**src/rtl/chunked_adder_pkg.sv**
```systemverilog
// Shared types and default sizing for the chunked (bit-serial-by-chunk) adder.
// Latency: n/a (declarations only).
// Backpressure: n/a (declarations only).
package chunked_adder_pkg;

    localparam int DEFAULT_WIDTH = 32;
    localparam int DEFAULT_CHUNK = 4;

    typedef enum logic [1:0] {
        IDLE = 2'd0,
        RUN  = 2'd1,
        DONE = 2'd2
    } state_t;

endpackage

```
**src/rtl/chunk_rca.sv**
```systemverilog
// Purpose: W-bit combinational ripple-carry adder used for one chunk per clock.
// Latency: purely combinational, 0 cycles. Backpressure: none (no state).
// Ports: a, b, cin -> s (W-bit sum), cout (carry out of bit W-1), c_msb (carry into bit W-1).
module chunk_rca
    import chunked_adder_pkg::*;
#(
    parameter int W = DEFAULT_CHUNK
) (
    input  logic [W-1:0] a,
    input  logic [W-1:0] b,
    input  logic         cin,
    output logic [W-1:0] s,
    output logic         cout,
    output logic         c_msb
);

    logic [W:0] c;

    always_comb begin
        c    = '0;
        s    = '0;
        c[0] = cin;
        for (int i = 0; i < W; i++) begin
            s[i]   = a[i] ^ b[i] ^ c[i];
            c[i+1] = (a[i] & b[i]) | (c[i] & (a[i] ^ b[i]));
        end
    end

    assign cout  = c[W];
    // Carry into the top bit; XOR with cout gives signed overflow.
    assign c_msb = c[W-1];

endmodule

```
**src/rtl/chunked_adder.sv**
```systemverilog
// Purpose: WIDTH-bit add/subtract computed CHUNK bits per cycle through one chunk_rca.
// Latency: N = WIDTH/CHUNK cycles from acceptance to out_valid; one result per N+2 cycles at best.
// Backpressure: in_ready only in IDLE; result held in DONE until out_valid & out_ready.
// Ports: clk, rst_n (sync, active-low); in_valid/in_ready + a, b, cin, sub command;
//        out_valid/out_ready + s, cout result; ovf only when CHUNKED_ADDER_OVF_EN is defined.
module chunked_adder
    import chunked_adder_pkg::*;
#(
    parameter int WIDTH = DEFAULT_WIDTH,
    parameter int CHUNK = DEFAULT_CHUNK
) (
    input  logic             clk,
    input  logic             rst_n,
    input  logic             in_valid,
    output logic             in_ready,
    input  logic [WIDTH-1:0] a,
    input  logic [WIDTH-1:0] b,
    input  logic             cin,
    input  logic             sub,
    output logic             out_valid,
    input  logic             out_ready,
    output logic [WIDTH-1:0] s,
`ifdef CHUNKED_ADDER_OVF_EN
    output logic             ovf,
`endif
    output logic             cout
);

    // Divisor guarded so an illegal CHUNK of 0 does not itself break the check.
    localparam bit CFG_OK = (CHUNK > 0) && (WIDTH > 0) &&
                            ((WIDTH % ((CHUNK > 0) ? CHUNK : 1)) == 0);

    if (!CFG_OK) begin : g_bad_cfg
        $error("chunked_adder: WIDTH (%0d) must be a non-zero multiple of CHUNK (%0d)", WIDTH, CHUNK);
    end

    localparam int N    = (CFG_OK) ? (WIDTH / CHUNK) : 1;
    localparam int IDXW = (N > 1) ? $clog2(N) : 1;
    localparam logic [IDXW-1:0] LAST_IDX = IDXW'(N - 1);

    state_t            state_q, state_d;
    logic [IDXW-1:0]   idx_q,   idx_d;
    logic [WIDTH-1:0]  a_q,     a_d;
    logic [WIDTH-1:0]  b_q,     b_d;     // already inverted in sub mode
    logic              carry_q, carry_d;
    logic [WIDTH-1:0]  s_q,     s_d;
    logic              cout_q,  cout_d;
`ifdef CHUNKED_ADDER_OVF_EN
    logic              ovf_q,   ovf_d;
`endif

    logic [CHUNK-1:0]  rca_a, rca_b, rca_s;
    logic              rca_cout;
`ifdef CHUNKED_ADDER_OVF_EN
    logic              rca_c_msb;
`else
    logic              unused_rca_c_msb;
`endif

    assign rca_a = a_q[int'(idx_q) * CHUNK +: CHUNK];
    assign rca_b = b_q[int'(idx_q) * CHUNK +: CHUNK];

    chunk_rca #(
        .W (CHUNK)
    ) u_rca (
        .a     (rca_a),
        .b     (rca_b),
        .cin   (carry_q),
        .s     (rca_s),
        .cout  (rca_cout),
`ifdef CHUNKED_ADDER_OVF_EN
        .c_msb (rca_c_msb)
`else
        .c_msb (unused_rca_c_msb)
`endif
    );

    always_comb begin
        state_d = state_q;
        idx_d   = idx_q;
        a_d     = a_q;
        b_d     = b_q;
        carry_d = carry_q;
        s_d     = s_q;
        cout_d  = cout_q;
`ifdef CHUNKED_ADDER_OVF_EN
        ovf_d   = ovf_q;
`endif
        case (state_q)
            IDLE: begin
                if (in_valid) begin
                    a_d     = a;
                    // Subtraction as A + ~B + 1; cin is irrelevant here.
                    b_d     = sub ? ~b : b;
                    carry_d = sub ? 1'b1 : cin;
                    idx_d   = '0;
                    state_d = RUN;
                end
            end
            RUN: begin
                s_d[int'(idx_q) * CHUNK +: CHUNK] = rca_s;
                carry_d = rca_cout;
                idx_d   = idx_q + 1'b1;
                if (idx_q == LAST_IDX) begin
                    idx_d   = '0;
                    cout_d  = rca_cout;
`ifdef CHUNKED_ADDER_OVF_EN
                    ovf_d   = rca_c_msb ^ rca_cout;
`endif
                    state_d = DONE;
                end
            end
            DONE: begin
                if (out_ready) begin
                    state_d = IDLE;
                end
            end
            default: begin
                state_d = IDLE;
            end
        endcase
    end

    always_ff @(posedge clk) begin
        if (!rst_n) begin
            state_q <= IDLE;
            idx_q   <= '0;
            a_q     <= '0;
            b_q     <= '0;
            carry_q <= 1'b0;
            s_q     <= '0;
            cout_q  <= 1'b0;
`ifdef CHUNKED_ADDER_OVF_EN
            ovf_q   <= 1'b0;
`endif
        end else begin
            state_q <= state_d;
            idx_q   <= idx_d;
            a_q     <= a_d;
            b_q     <= b_d;
            carry_q <= carry_d;
            s_q     <= s_d;
            cout_q  <= cout_d;
`ifdef CHUNKED_ADDER_OVF_EN
            ovf_q   <= ovf_d;
`endif
        end
    end

    assign in_ready  = (state_q == IDLE);
    assign out_valid = (state_q == DONE);
    assign s         = s_q;
    assign cout      = cout_q;
`ifdef CHUNKED_ADDER_OVF_EN
    assign ovf       = ovf_q;
`endif

endmodule

```
**config.mk**
```make
export PLATFORM = sky130hd
export DESIGN_NAME = chunked_adder
export DESIGN_NICKNAME = d
export VERILOG_FILES = /design/src/rtl/chunked_adder_pkg.sv /design/src/rtl/chunk_rca.sv /design/src/rtl/chunked_adder.sv
export SDC_FILE = /design/constraint.sdc
export NUM_CORES = 1
export LEC_CHECK = 0
export CAP_MARGIN = 5
export CORE_MARGIN = 4
export CORE_UTILIZATION = 57
export CTS_BUF_LIST = sky130_fd_sc_hd__clkbuf_8
export CTS_CLUSTER_SIZE = 25
export DETAILED_ROUTE_END_ITERATION = 12
export PLACE_DENSITY = 0.88
export RECOVER_POWER = 100
export SLEW_MARGIN = 15
export SYNTH_ARGS = -nofsm -noshare
export SYNTH_HDL_FRONTEND = slang
export SYNTH_SLANG_ARGS = --single-unit
```
**constraint.sdc**
```tcl
create_clock -name clk -period 7.6 [get_ports clk]
set_input_delay 1.52 -clock clk [delete_from_list [all_inputs] [get_ports clk]]
set_output_delay 1.52 -clock clk [all_outputs]
set_load 0.1 [all_outputs]
```
# After elaboration in Yosys (flattened, before gate mapping)
# Index checks and enable logic that the tools add are counted.
[classes]
addsub = 2
n_eq_ne = 6
n_reduce_logical = 6
bitwise = 21
mux = 12
shift = 4
[ops]
columns = ["op", "count"]
rows = [
  ["$shiftx A32 B6 Y4", 2],
  ["$neg A5 Y33", 1],
  ["$shift A4 B33 Y32 const A", 1],
  ["$shiftx A4 B33 Y32", 1],
  ["$bwmux W32", 1],
  ["$mux W32", 1],
  ["$not A32 Y32", 1],
  ["$and A1 B1 Y1", 8],
  ["$xor A1 B1 Y1", 8],
  ["$mux W2", 3],
  ["$mux W3", 2],
  ["$pmux W2 S3", 1],
  ["$pmux W3 S2", 1],
  ["$reduce_and A2 Y1", 3],
  ["$ne A2 B2 Y1 const B", 2],
  ["$or A1 B1 Y1", 4],
  ["$add A3 B1 Y3 const B", 1],
  ["$eq A3 B3 Y1 const B", 1],
  ["$reduce_and A3 Y1", 1],
  ["$eq A2 B1 Y1 const B", 1],
  ["$eq A2 B2 Y1 const B", 1],
  ["$logic_not A2 Y1", 1],
  ["$mux W1", 2],
  ["$ne A2 B1 Y1 const B", 1],
  ["other kinds (2)", 2],
]
[totals]
register_bits = 103
wordCells = 58

# Depth between registers and ports, before layout
[logic_depth]
word_depth = 11
mapped_depth = 14
depth_no_buf = 12

# Cells and area by module
# Synthesis repeated with hierarchy kept, for this count alone.
[hier_totals]
hier_cells = 529
area_unflattened_um2 = 5123.7
[by_module_without_submodules]
columns = ["module", "cells_per_inst", "seq_area_each_um2", "n_inst", "area_per_inst_um2"]
rows = [
  ["chunked_adder", 517, 2062.0, 1, 5013.6],
  ["chunk_rca", 12, 0.0, 1, 110.1],
]

# Worst setup path before layout
# OpenSTA, ideal clock, no wires.
[synth_path]
path_kind = "reg-to-output"
startpoint = "reg state_q[1]"
endpoint = "out out_valid"
path_slack_ps = 4212
arrival_ps = 1868
t_required_ps = 6080
path_stages_with_launch = 2
cell_sequence = "dfxtp_1 -> nor2b_1"
[synth_via]
elab_chain_cells = 1
[synth_lines]
columns = ["element", "line_no", "text"]
rows = [
  ["start: declaration", "chunked_adder.sv:41", "state_t state_q, state_d;"],
  ["start signal: assignment", "chunked_adder.sv:137", "state_q <= state_d;"],
  ["$eq A2 B2 Y1", "chunked_adder.sv:151", "assign out_valid = (state_q == DONE);"],
  ["end: declaration", "chunked_adder.sv:20", "output logic out_valid,"],
]
# Every way passes these cells.

# Final worst setup path
[layout_path]
startpoint = "reg idx_q[0]"
endpoint = "reg s_q[11] (netlist: s[11])"
[layout_via]
elab_chain_cells = 11
word_cells_on_any_way = 23
classes_between = "1 x add/sub; 4 x shift; 1 x mux; 17 x bitwise"
[layout_lines]
columns = ["element", "line_no", "text"]
rows = [
  ["start: declaration", "chunked_adder.sv:42", "logic [IDXW-1:0] idx_q, idx_d;"],
  ["start signal: assignment", "chunked_adder.sv:138", "idx_q <= idx_d;"],
  ["$shiftx A32 B6 Y4 (on tied branches)", "chunked_adder.sv:60, chunked_adder.sv:61", ""],
  ["$xor A1 B1 Y1", "chunk_rca.sv:24, chunk_rca.sv:25", ""],
  ["$and A1 B1 Y1", "chunk_rca.sv:25", "c[i+1] = (a[i] & b[i]) | (c[i] & (a[i] ^ b[i]));"],
  ["$or A1 B1 Y1", "chunk_rca.sv:25", ""],
  ["$and A1 B1 Y1", "chunk_rca.sv:25", ""],
  ["$or A1 B1 Y1", "chunk_rca.sv:25", ""],
  ["$and A1 B1 Y1", "chunk_rca.sv:25", ""],
  ["$or A1 B1 Y1", "chunk_rca.sv:25", ""],
  ["$xor A1 B1 Y1", "chunk_rca.sv:24", "s[i] = a[i] ^ b[i] ^ c[i];"],
  ["$shiftx A4 B33 Y32", "chunked_adder.sv:101", "s_d[int'(idx_q) * CHUNK +: CHUNK] = rca_s;"],
  ["$bwmux W32 *", "chunked_adder.sv:101", ""],
  ["end signal: assignment", "chunked_adder.sv:131", "s_q <= '0;"],
  ["end signal: assignment", "chunked_adder.sv:142", "s_q <= s_d;"],
  ["end: declaration", "chunked_adder.sv:46", "logic [WIDTH-1:0] s_q, s_d;"],
]
# Mark *: on every way between the ends. The rest lies on a longest branch, timed or not.
# A chain may end at the register's enable or synchronous reset.

==> impl_metrics.tcl <==
set metrics [dict create \
    overflow 0 \
    final_common_cell "nand2_1" \
    peakVddDrop_v 0.00009832 \
    cp.required_ps 7900 \
    rsz0062_at_grt "no" \
    finalNetCount 673 \
    holdBufCountCts 0 \
    die_h_um 101.7 \
    r2r-end "s[11]" \
    min_path_type "register to register" \
    initial_core_util 0.5973 \
    crit_arrival_ps 4730 \
    worst_slew_pin_slew_ps 1636 \
    r2r-start "idx_q[0]" \
    synth_edf_count 0 \
    max_slew_margin -0.09067 \
    drv_slew 22 \
    post_cts_resize_count 0 \
    ys_ff_latch 103 \
    place_area_um2 6003 \
    fin_tns_setup_ps 0 \
    yosysSeqAreaShare 0.4119 \
    crit_type "register to register" \
    die_w_um 101.7 \
    area.growth.synth_to_final_pct 23.44 \
    grt.total_usage 0.2202 \
    routed-via-count 3894 \
    wirelength_mm 10.98 \
    vias_per_cell 5.547 \
    drv_cap 1 \
    core_area_um2 8382 \
    io_buffer_count 104 \
    crit_path_cell_trace "clkbuf_1 -> mux4_2 -> nand2_1 -> nand2_1 -> fa_1 -> inv_1 -> fa_1 -> fa_1 -> inv_1 -> fa_1 -> nand2_1 -> mux2i_1" \
    cts_buffers 9 \
    antenna_found_initial 0 \
    clk_pin_slew_worst_paths_ps 90 \
    worstRegToRegCells 12 \
    fmax_mhz 225.6 \
    finalHoldViolCount 0 \
    gp_congestion 0.7675 \
    n_antenna_cell 0 \
    htreeDepth 3 \
    critPathTopFamily "adder cells" \
    post_cts_buffers 0 \
    ys_warn_count 0 \
    setup_viol 0 \
    io_pins 105 \
    ant_nets 0 \
    violations "capacitance limit, slew limit" \
    critPathMaxStageDelay_ps 1220 \
    syn-instance-count 512 \
    layout-drive-gt1-share 0.08208 \
    num_rows 33 \
    synth_nets 593 \
    final_area_um2 6180 \
    cp_slowest_cell "clkbuf_1" \
    status "complete, but fails checks" \
    min_to "s[7]" \
    layout_min_cycle_time_ps 4432 \
    startpoint_type "register" \
    period_share 0.5832 \
    dieArea_um2 10350 \
    firstDrtPassIters 4 \
    power_leakage_nw 2.698 \
    synth_async_sr_flop_share 0 \
    power.density_nw_per_um2 183.1 \
    final_cell_mix "nand2_1 (145), dfxtp_1 (103), clkdlybuf4s50_1 (66)" \
    cts.sinks 103 \
    wl_per_cell_um 15.64 \
    root_buffer "clkbuf_8" \
    crit_fanout 21 \
    ys_types 38 \
    drcViolationCount 0 \
    drt_iter0_markers 144 \
    path_buf_inv 3 \
    skew_ps 8.569 \
    avgSynthCellArea_um2 9.777 \
    grt_max_degree 104 \
    grt_pass1_vias 3979 \
    end_kind "register" \
    netlist_area_um2 5006 \
    rrSetupSlack_ps 3170 \
    whs_path_depth 2 \
    cts_tree "built" \
    grt_pass1_wl_mm 18.01 \
    clkLatencyLatePin_ps 360 \
    clock_path_buffers 2 \
    yosys_most_used_dff "dfxtp_1" \
    dp_hpwl_mm 8.139 \
    crit_path_frequent_cell "fa_1" \
    hp-start "s[7]" \
]
==> worst min-delay path, delay by kind of cell, from the launching register on <==
kind	cells	cell delay, ps
AND/OR/NAND/NOR	1	50
flip-flops	1	320
multiplexers	1	50
==> cells by family after synthesis <==
logic type / after synthesis / share of synthesized area
AND/OR/NAND/NOR: 192 / 0.1812
flip-flops: 103 / 0.4119
AO/OA/AOI/OAI: 77 / 0.1302
multiplexers: 51 / 0.1420
buffers and inverters: 46 / 0.04524
XOR/XNOR: 32 / 0.05599
adder cells (fa/ha/maj): 11 / 0.03349
==> cell usage after synthesis (4+ instances only) <==
master,count,share of area
nand2b_1,8,0.010
nor2_1,9,0.0067
a21boi_0,26,0.039
nor3_2,4,0.0080
nand2_1,145,0.11
mux4_2,16,0.072
clkbuf_1,9,0.0067
buf_2,22,0.022
a211oi_1,7,0.010
ha_1,7,0.017
a21boi_1,8,0.012
fa_1,4,0.016
xnor2_1,32,0.056
nor2b_1,4,0.0050
mux2i_1,35,0.070
o211a_1,25,0.050
dfxtp_1,103,0.41
inv_1,6,0.0045
buf_4,7,0.010
==> state kept, by name, indices dropped and copies added, names as in the netlist <==
name / flops
a_q: 32
b_q: 32
carry_q: 1
cout: 1
idx_q: 3
s: 32
state_q: 2
==> where the power goes <==
group | internal [mW] | switching (mW)
combinational | 0.103 | 0.114
clock | 0.140 | 0.188
sequential | 0.569 | 0.0169
==> through the flow <==
stage	total power, mW	worst slack (ps)	util	hold slack, ps	std cells
6_report	1.132	3168	0.7373	456.4	702
3_5_place_dp	0.8180	3696	0.7162	448.0	686
2_1_floorplan	0.7451	4212	-	431.9	512
4_1_cts	1.140	3731	0.7389	463.5	702
5_1_grt	1.182	2728	0.7373	475.7	702
3_3_place_gp	0.8100	3757	0.7162	441.1	686
==> layout make-up <==
class | instances | area (um^2)
repair buffers | 108 | 1057
inverters | 7 | 26.28
clock buffers | 11 | 151.4
well taps | 105 | 131.4
flip-flops and latches | 103 | 2062
multi-input cells | 363 | 2713
fillers | 613 | 2202
clock inverters | 5 | 38.79
==> metal layers <==
| metal | up-vias | wire (um) | track usage |
|---|---|---|---|
| met5 | - | 0 | 0 |
| met4 | 0 | 242 | 0.09202 |
| met3 | 23 | 705 | 0.04270 |
| met2 | 118 | 5595 | 0.3853 |
| met1 | 1848 | 4433 | 0.2639 |
| li1 | 1905 | - | - |
==> worst max-delay path by stage <==
stage	start	to	slack [ps]	cells past startpoint
2_1_floorplan	state_q[1]	out_valid	4210	1
4_1_cts	state_q[1]	out_valid	3730	2
3_5_place_dp	in_valid	carry_q	3700	5
6_report	idx_q[0]	s[11]	3170	12
3_3_place_gp	in_valid	carry_q	3760	5
5_1_grt	idx_q[0]	s[11]	2730	12
Power figures use the tool's default switching activity.
